==> config.mk <==
export PLATFORM = sky130hd
export DESIGN_NAME = wb_stage
export DESIGN_NICKNAME = d
export VERILOG_FILES = /design/src/rtl/wb_stage.sv
export SDC_FILE = /design/constraint.sdc
export NUM_CORES = 1
export LEC_CHECK = 0
export ABC_AREA = 1
export CAP_MARGIN = 20
export CORE_ASPECT_RATIO = 1.25
export CORE_UTILIZATION = 46
export DETAILED_ROUTE_END_ITERATION = 8
export HOLD_SLACK_MARGIN = 0.05
export PLACE_DENSITY = 0.84
export SLEW_MARGIN = 15
export SYNTH_ARGS = -nofsm -noshare
export SYNTH_HDL_FRONTEND = slang
export SYNTH_SLANG_ARGS = --single-unit
export TNS_END_PERCENT = 10
==> constraint.sdc <==
create_clock -name clk -period 2 [get_ports clk]
set_clock_uncertainty 0.2 [all_clocks]
set_input_delay 0.3 -clock clk [delete_from_list [all_inputs] [get_ports clk]]
set_output_delay 0.3 -clock clk [all_outputs]
set_load 0.01 [all_outputs]
==> src/rtl/wb_stage.sv <==
// Writeback stage: merges unbuffered load results and a small in-order
// ALU-result FIFO into one register-file write port; loads win.
//
// Ports:
//   clk, rst_n      clock, async active-low reset
//   alu_valid/ready ALU result handshake
//   alu_rd/data     ALU destination register and result
//   ld_valid/rd/data load result, never back-pressured
//   rf_w_en/rd_addr/rd_data registered register-file write
//   busy            some buffered ALU entry is still live
//   fwd_valid/addr/data current-cycle live write (WB_FWD_EN only)
//
// Optional feature: define WB_FWD_EN to add the forwarding outputs.
module wb_stage #(
  parameter int DEPTH = 2
) (
  input  logic        clk,
  input  logic        rst_n,
  input  logic        alu_valid,
  output logic        alu_ready,
  input  logic [3:0]  alu_rd,
  input  logic [31:0] alu_data,
  input  logic        ld_valid,
  input  logic [3:0]  ld_rd,
  input  logic [31:0] ld_data,
  output logic        rf_w_en,
  output logic [3:0]  rf_rd_addr,
  output logic [31:0] rf_rd_data,
`ifdef WB_FWD_EN
  output logic        fwd_valid,
  output logic [3:0]  fwd_addr,
  output logic [31:0] fwd_data,
`endif
  output logic        busy
);

  localparam int AW = (DEPTH > 1) ? $clog2(DEPTH) : 1;
  localparam logic [AW:0] FULL = (AW+1)'(DEPTH);

  typedef struct packed {
    logic        live;
    logic [3:0]  rd;
    logic [31:0] data;
  } ent_t;

  ent_t          buf_q [DEPTH];
  ent_t          head;
  logic [AW:0]   cnt_q;
  logic [AW-1:0] wr_q;
  logic [AW-1:0] rd_q;
  logic          rdy_q;

  logic          push;
  logic          pop;
  logic          sel_we;
  logic [3:0]    sel_rd;
  logic [31:0]   sel_data;

  assign head      = buf_q[rd_q];
  // rdy_q keeps ready low while in reset and for no longer
  assign alu_ready = rdy_q & (cnt_q < FULL);
  assign push      = alu_valid & alu_ready;

  // Load has priority; a dead head is still popped, just not written
  always_comb begin
    sel_we   = 1'b0;
    sel_rd   = '0;
    sel_data = '0;
    pop      = 1'b0;
    if (ld_valid) begin
      sel_we   = 1'b1;
      sel_rd   = ld_rd;
      sel_data = ld_data;
    end else if (cnt_q != '0) begin
      pop      = 1'b1;
      sel_we   = head.live;
      sel_rd   = head.rd;
      sel_data = head.data;
    end
  end

  always_ff @(posedge clk or negedge rst_n) begin
    if (!rst_n) begin
      rdy_q <= 1'b0;
      cnt_q <= '0;
      wr_q  <= '0;
      rd_q  <= '0;
    end else begin
      rdy_q <= 1'b1;
      cnt_q <= cnt_q + (AW+1)'(push) - (AW+1)'(pop);
      if (push) wr_q <= AW'(wr_q + 1'b1);
      if (pop)  rd_q <= AW'(rd_q + 1'b1);
    end
  end

  // Later assignments override: a fresh push beats the load kill
  always_ff @(posedge clk or negedge rst_n) begin
    if (!rst_n) begin
      for (int i = 0; i < DEPTH; i++) buf_q[i] <= '0;
    end else begin
      for (int i = 0; i < DEPTH; i++) begin
        if (ld_valid && buf_q[i].rd == ld_rd)
          buf_q[i].live <= 1'b0;
      end
      if (pop) buf_q[rd_q].live <= 1'b0;
      if (push) begin
        buf_q[wr_q].live <= ~(ld_valid && ld_rd == alu_rd);
        buf_q[wr_q].rd   <= alu_rd;
        buf_q[wr_q].data <= alu_data;
      end
    end
  end

  always_ff @(posedge clk or negedge rst_n) begin
    if (!rst_n) begin
      rf_w_en    <= 1'b0;
      rf_rd_addr <= '0;
      rf_rd_data <= '0;
    end else begin
      rf_w_en <= sel_we;
      if (sel_we) begin
        rf_rd_addr <= sel_rd;
        rf_rd_data <= sel_data;
      end
    end
  end

  always_comb begin
    busy = 1'b0;
    for (int i = 0; i < DEPTH; i++) busy = busy | buf_q[i].live;
  end

`ifdef WB_FWD_EN
  assign fwd_valid = sel_we;
  assign fwd_addr  = sel_rd;
  assign fwd_data  = sel_data;
`endif

endmodule
==> flow_summary.yaml, run 1 <==
cells_and_area:
  multiInputGateArea_um2: 2170
  fill_cells: 946
  seqCellArea_um2: 2900
  fin_util_pct: 64.7
  layout.nets: 939
  drive_gt1_share_pct: 6.86
  area_growth_pct: 36.2
pwr:
  leakagePower_uw: 0.00386
  power_density_nw_per_um2: 1520
  p_sw_uw: 3950
  swShare_pct: 34.4
  p_clk_share_pct: 28.5
  seqPwrFrac_pct: 35.2
  vdd_drop_max_uv: 638
  comb_power_share_pct: 36.4
  internal_power_uw: 7540
setup_path:
  cp_cell_sequence: "inv_1 > nand2_1 > clkdlybuf4s50_1"
  arrival_ps: 1430
  worst-path-max-fanout: 2
  end_kind: "output pin"
  crit_path_max_incr_delay_ps: 530
  start_kind: "flip-flop"
  required_ps: 1500
  cpMaxStageDelayCell: "clkdlybuf4s50_1"
  crit_type: "reg -> out"
timing:
  setup_viol: 0
  slew_viol_final: 0
  hold_slack_ps: 165
  finalCriticalPeriod_ps: 1930
  max_freq_ghz: 0.518
  rsz0062_at_grt: "no"
  hold_viol: 0
  period_share_pct: 96.5
drt:
  first_iter_violations: 386
  postRouteAntennaNets: 0
  via_count: 5082
  first_pass_iters: 5
  wl_per_cell_um: 13.5
  drc: 0
  wl_um: 14000
  via_per_inst: 4.91
hold_path:
  hp-class: "in -> async"
clock_tree:
  cts.clk_slew.worst_paths_ps: 50
  clk_path_buf_depth: 2
  clock-root-buffer: "clkbuf_16"
  cts_sinks: 116
  cts_buffers: 17
  clk_latency_ps: 410
  cts_max_level: 4
  cts_tree: "done"
run:
  cap_violations: 0
yosys:
  yosysSeqAreaShare_pct: 52.4
  yosys_warnings: 0
  netlist_area_um2: 5540
  yosysUniqueCellTypes: 21
  synth-seq-cells: 116
  synthTopCellsByArea: "dfrtp_1 (52%), nand2_1 (29%), o21ai_0 (4.6%)"
  synth_nets: 823
  synth_top_area_share_pct: 52.4
  synth.largest_area_cell: "dfrtp_1"
  syn_inst: 745
  syn_area_per_cell_um2: 7.44
floorplan:
  die_w_um: 100
  initial_utilization_pct: 47.5
  die_h_um: 125
  core_area_um2: 11700
  num_io_pins: 115
  die_area_um2: 12500
  fp-row-count: 44
global_routing:
  antenna_found_initial: 1
  overflow: 0
  grt_usage_pct: 23.7
  grt_pass1_wl_um: 22900
  grt_pass1_vias: 4695
  grt_max_degree: 56
placement:
  port_buffers: 114
  gp_congestion: 0.877
  place_hpwl_um: 9390
run_status:
  status: "finished clean"
[worst max-delay path: cells and delay by family, from the launching register on]
family / cells / cell delay [ps]
buffers and inverters: 2 / 600
DFF: 1 / 350
and+or+nand+nor: 1 / 70
[sequential cells by signal, indices dropped and copies added, names as in the netlist]
name        count
rd_q            1
wr_q            1
rf_rd_addr      4
rf_rd_data     32
rf_w_en         1
cnt_q           2
rdy_q           1
buf_q          74
[kinds of logic after synthesis]
| group | Yosys count | share of synthesized area, % |
|---|---|---|
| other | 1 | 0.0677 |
| xor gates and xnor gates | 3 | 0.474 |
| buffers and inverters | 95 | 8.40 |
| DFF | 116 | 52.4 |
| and+or+nand+nor | 447 | 30.9 |
| adders and majority gates | 2 | 0.451 |
| AOI/OAI and AO/OA | 81 | 7.32 |
[routing by layer]
layer	share of wire [%]	track usage [%]	vias to the layer above	wire length [um]
met4	2.4	10.2	0	335
li1	-	-	2493	-
met2	48	36.7	185	6720
met5	0	0	-	0
met3	6.4	4.94	30	900
met1	43	32.0	2374	6000
[cells in the mapped netlist]
cell      count
xor2_1        1
nand3_1       3
buf_6         8
ha_1          2
conb_1        1
buf_2        14
inv_1        51
inv_2         5
xnor2_1       2
dfrtp_1     116
nand2_2       2
inv_4         2
nand2_1     423
o21ai_1      30
o21ai_0      51
nand3_2       1
nand4_1       1
clkbuf_1      8
buf_4         7
nor2_1       16
nand4_4       1
[repair_timing]
| item | 4_1_cts | 5_1_grt |
|---|---|---|
| resized for setup | 1 | 0 |
| setup buffers | 1 | 0 |
| hold buffers | 1 | 0 |
| endpoints found under the setup margin | 1 | 0 |
| hold endpoints to repair | 116 | 0 |
[stage by stage]
stage | setup WS, ps | setup TNS, ps | cell area [um^2] | total power (uW) | std cells
detailed placement | -92.6 | -92.6 | 6890 | 8160 | 1001
global route | 28.3 | 0 | 7550 | 12300 | 1036
global placement | -51.7 | -51.7 | 6890 | 8010 | 1001
CTS | 60.9 | 0 | 7550 | 11500 | 1035
floorplan | 111 | 0 | 5540 | 6540 | 745
finish | 70.2 | 0 | 7550 | 11500 | 1036
[power groups by stage]
stage	combinational, uW	clock [uW]	sequential (uW)
2_1_floorplan	2460	0	4080
4_1_cts	4190	3300	4030
5_1_grt	4740	3410	4170
3_3_place_gp	4010	0	4000
6_report	4180	3270	4040
3_5_place_dp	4120	0	4040
[area by class of cell]
class	count	share of cell area, %
sequential	116	38.5
multi-input combinational	534	28.8
timing repair buffer	134	18.6
clock buffer	23	6.20
inverter	58	2.95
tap	161	2.67
clock inverter	9	2.32
antenna	1	0.0331
[final timing paths]
| path | from | to | slack, ps | cells after the start |
|---|---|---|---|---|
| min reg2reg | rf_rd_data[8] | rf_rd_data[8] | 270 | 2 |
| max in group asynchronous | rst_n | rf_rd_data[14] | 820 | 3 |
| min | rst_n | cnt_q[1] | 160 | 2 |
| max | buf_q[36] | busy | 70 | 3 |
| max reg2reg | cnt_q[1] | cnt_q[1] | 160 | 9 |
| min in group clk | alu_data[1] | buf_q[1] | 250 | 3 |
[placed cells by master (no fill, tap or decap), types with 2 or more instances in the layout]
| master | instances |
|---|---|
| clkinv_2 | 2 |
| nor2_1 | 16 |
| buf_4 | 11 |
| clkdlybuf4s50_1 | 112 |
| inv_2 | 5 |
| bufinv_16 | 5 |
| clkbuf_8 | 2 |
| o21ai_0 | 51 |
| inv_4 | 2 |
| ha_1 | 2 |
| nand3_1 | 3 |
| nand2_2 | 2 |
| clkbuf_1 | 4 |
| nand2_1 | 423 |
| buf_12 | 9 |
| xnor2_1 | 2 |
| inv_1 | 51 |
| o21ai_1 | 30 |
| clkinvlp_4 | 2 |
| clkbuf_16 | 17 |
| dfrtp_1 | 115 |
(Power assumes the default switching activity.)
==> run 2: changes to the inputs <==
- CORE_MARGIN: default -> 8
==> flow_summary.yaml, run 2 (synthesized netlist as in run 1, its figures left out) <==
cells_and_area:
  layout.nets: 945
  fin_util_pct: 63.0
  area_growth_pct: 35.6
  largest_register_ffs: 74
  layout_common_cells: "nand2_1 (422), dfrtp_1 (115), clkdlybuf4s50_1 (111), inv_1 (51), o21ai_0 (51)"
  largest-register: "buf_q"
  drive_gt1_share_pct: 7.74
  diodes: 0
  reg_top3: "buf_q (74), rf_rd_data (32), rf_rd_addr (4)"
  final_common_cell: "nand2_1"
timing:
  hold_viol: 0
  max_freq_ghz: 0.511
  tns_ps: 0
  fin_ws_ps: 43.8
  setup_viol: 0
  finalCriticalPeriod_ps: 1960
  period_share_pct: 97.8
  rsz0062_at_grt: "yes"
  slew_viol_final: 0
global_routing:
  grt_usage_pct: 19.6
  antenna_found_initial: 0
  grt_pass1_wl_um: 24800
  grt_max_degree: 47
  overflow: 0
  grt_pass1_vias: 5072
drt:
  drc: 0
  wl_per_cell_um: 14.5
  postRouteAntennaNets: 0
  first_iter_violations: 392
  first_pass_iters: 5
  via_count: 5097
  via_per_inst: 4.89
  wl_um: 15100
setup_path:
  end_kind: "output pin"
  r2r_start: "cnt_q[1]"
  required_ps: 1500
  worst-path-max-fanout: 2
  worst_r2r_path_depth: 10
  startpoint: "cnt_q[1]"
  reg2reg_slack_ps: 80
  crit_type: "reg -> out"
  arrival_ps: 1460
  endpoint: "alu_ready"
  start_kind: "flip-flop"
  reg2reg_to: "cnt_q[1]"
floorplan:
  die_h_um: 139
  initial_utilization_pct: 46.4
  core_area_um2: 11900
  fp-row-count: 45
  die_area_um2: 15800
  num_io_pins: 115
  die_w_um: 114
pwr:
  power_density_nw_per_um2: 1500
  p_clk_share_pct: 26.1
  seqPwrFrac_pct: 35.9
  fin_total_pwr_uw: 11300
  comb_power_share_pct: 38.0
  internal_power_uw: 7250
  swShare_pct: 35.9
  vdd_drop_max_uv: 645
  leakagePower_uw: 0.00386
  p_sw_uw: 4060
run_status:
  status: "finished clean"
clock_tree:
  cts_tree: "done"
  cts_buffers: 17
  clk_latency_ps: 410
  cts_max_level: 4
  clock-root-buffer: "clkbuf_16"
  clk_path_buf_depth: 2
  cts.clk_slew.worst_paths_ps: 50
  cts_sinks: 116
run:
  cap_violations: 0
hold_path:
  hp-class: "in -> async"
placement:
  port_buffers: 114
  gp_congestion: 0.882
  place_hpwl_um: 10600
  pre_cts_slack_ps: -145
==> run 2: cell types whose count changed in the layout (fill, tap and decap cells not counted), moves of 2 or more <==
cell,change
clkinv_2,+3
clkbuf_8,-2
buf_12,-2
buf_4,+8
bufinv_16,-2
clkbuf_1,-2
==> run 2: layout make-up <==
class,instances,area (um^2)
Fill cell,1014,4420
Sequential cell,116,2900
Multi-Input combinational cell,534,2180
Timing Repair Buffer,140,1430
Clock buffer,19,433
Inverter,58,228
Tap cell,164,205
Clock inverter,11,138
==> run 2: metal layers <==
metal	global-route usage [%]	routed length [um]	up-vias
met2	31.0	7220	171
met5	0	0	-
met1	24.8	6530	2392
met3	4.84	928	31
met4	8.57	442	0
li1	-	-	2503
==> run 2: worst max-delay path, cell delays in order, from the launching register on <==
cell,delay (ps)
dfrtp_1,400
buf_4,150
nor2_4,130
buf_4,120
dlygate4sd2_1,250
==> run 2: worst min path at each step <==
stage	slack, ps	endpoint
floorplan	-200	buf_q[0]
global placement	40	buf_q[67]
detailed placement	40	buf_q[63]
CTS	170	buf_q[63]
global route	190	buf_q[63]
finish	160	buf_q[63]
==> run 2: what timing repair did <==
action	4_1_cts	5_1_grt
pin swaps	0	2
endpoints found under the hold margin	116	0
hold buffers	1	0
endpoints found under the setup margin	1	2
buffers inserted	2	1
gates resized for setup	4	3
==> run 2: metrics by stage <==
step	instance area (um^2)	hold slack (ps)	cells
floorplan	5540	-196	745
global placement	6900	41.7	1008
detailed placement	6900	43.7	1008
CTS	7500	174	1041
global route	7520	186	1042
finish	7520	165	1042
==> run 2: power groups by stage <==
stage	Sequential (uW)	Combinational (uW)	Clock (uW)
after floorplan	4080	2460	0
after global placement	4030	4060	0
after detailed placement	4080	4170	0
final	4060	4290	2950
after global routing	4190	4790	3080
after CTS	4060	4270	2970
==> run 3: changes to the inputs <==
- SKIP_CTS_REPAIR_TIMING: default -> 1
==> flow_summary.yaml, run 3 (synthesized netlist as in run 1, its figures left out) <==
run_status:
  status: "finished clean"
cells_and_area:
  reg_top3: "buf_q (74), rf_rd_data (32), rf_rd_addr (4)"
  layout.nets: 943
  final_common_cell: "nand2_1"
  fin_util_pct: 62.8
  final_area_um2: 7500
  area_growth_pct: 35.3
  diodes: 0
  largest_register_ffs: 74
  drive_gt1_share_pct: 7.53
  layout_common_cells: "nand2_1 (422), dfrtp_1 (115), clkdlybuf4s50_1 (111), inv_1 (51), o21ai_0 (51)"
  largest-register: "buf_q"
setup_path:
  arrival_ps: 2020
  worst-path-max-fanout: 4
  reg2reg_to: "cnt_q[1]"
  endpoint: "cnt_q[1]"
  worst_r2r_path_depth: 9
  end_kind: "flip-flop"
  startpoint: "cnt_q[1]"
  start_kind: "flip-flop"
  crit_type: "reg -> reg"
  reg2reg_slack_ps: 100
  required_ps: 2130
  r2r_start: "cnt_q[1]"
timing:
  rsz0062_at_grt: "no"
  tns_ps: 0
  hold_slack_ps: 163
  setup_viol: 0
  max_freq_ghz: 0.527
  finalCriticalPeriod_ps: 1900
  fin_ws_ps: 103
  period_share_pct: 94.8
  hold_viol: 0
  slew_viol_final: 0
floorplan:
  fp-row-count: 45
  die_area_um2: 15800
  initial_utilization_pct: 46.4
  die_h_um: 139
  die_w_um: 114
  num_io_pins: 115
  core_area_um2: 11900
placement:
  place_hpwl_um: 10600
  gp_congestion: 0.882
  port_buffers: 114
  pre_cts_slack_ps: -145
  dpl_cell_area_um2: 6900
clock_tree:
  cts.clk_slew.worst_paths_ps: 50
  clock-root-buffer: "clkbuf_16"
  clk_path_buf_depth: 2
  cts_sinks: 116
  clk_latency_ps: 410
  cts_tree: "done"
  cts_max_level: 4
  cts_buffers: 17
pwr:
  seqPwrFrac_pct: 36.2
  leakagePower_uw: 0.00386
  vdd_drop_max_uv: 634
  p_clk_share_pct: 26.2
  internal_power_uw: 7220
  p_sw_uw: 4030
  power_density_nw_per_um2: 1500
  swShare_pct: 35.8
  comb_power_share_pct: 37.6
global_routing:
  antenna_found_initial: 0
  grt_pass1_wl_um: 24600
  use_met3_pct: 4.88
  use_met2_pct: 30.8
  grt_usage_pct: 19.5
  grt_pass1_vias: 5049
  grt-busiest-layer: "met2"
  overflow: 0
  met1_usage_pct: 24.5
  grt_max_degree: 47
drt:
  postRouteAntennaNets: 0
  via_per_inst: 4.87
  via_count: 5067
  first_iter_violations: 416
  wl_per_cell_um: 14.5
  first_pass_iters: 5
  wl_um: 15100
  drc: 0
hold_path:
  hp-class: "in -> async"
run:
  cap_violations: 0
-- run 3: power by group through the flow --
| stage | logic [uW] | registers, uW | clock network (uW) |
|---|---|---|---|
| final | 4230 | 4070 | 2950 |
| after global routing | 4730 | 4200 | 3080 |
| after CTS | 4240 | 4060 | 2970 |
| after detailed placement | 4170 | 4080 | 0 |
| after global placement | 4060 | 4030 | 0 |
| after floorplan | 2460 | 4080 | 0 |
-- run 3: layer usage --
metal / up-vias / part of all wire (%)
li1: 2498 / -
met1: 2373 / 43
met2: 167 / 47
met3: 29 / 6.5
met4: 0 / 2.8
met5: - / 0
-- run 3: critical path, stage by stage (launching register included) --
cell,delay (ps)
dfrtp_1,430
inv_2,150
nand2_2,90
nand2_2,70
inv_2,40
ha_1,270
inv_1,40
ha_1,180
xnor2_1,160
xor2_1,180
-- run 3: layout make-up --
cell class | instances | area (um^2)
clock buffers | 19 | 433
clock inverters | 11 | 138
fillers | 1018 | 4440
inverters | 58 | 223
multi-input cells | 534 | 2180
flip-flops and latches | 116 | 2900
well taps | 164 | 205
repair buffers | 138 | 1410
-- run 3: per-stage QoR --
step,cells,total power (uW)
floorplan,745,6540
global placement,1008,8090
detailed placement,1008,8250
CTS,1038,11300
global route,1040,12000
finish,1040,11200
-- run 3: worst min-delay path by stage --
| stage | to | slack, ps | start | cells after the start |
|---|---|---|---|---|
| 2_1_floorplan | buf_q[0] | -200 | rst_n | 0 |
| 3_3_place_gp | buf_q[67] | 40 | rst_n | 1 |
| 3_5_place_dp | buf_q[63] | 40 | rst_n | 1 |
| 4_1_cts | buf_q[63] | -390 | rst_n | 1 |
| 5_1_grt | buf_q[63] | 190 | rst_n | 2 |
| 6_report | buf_q[63] | 160 | rst_n | 2 |
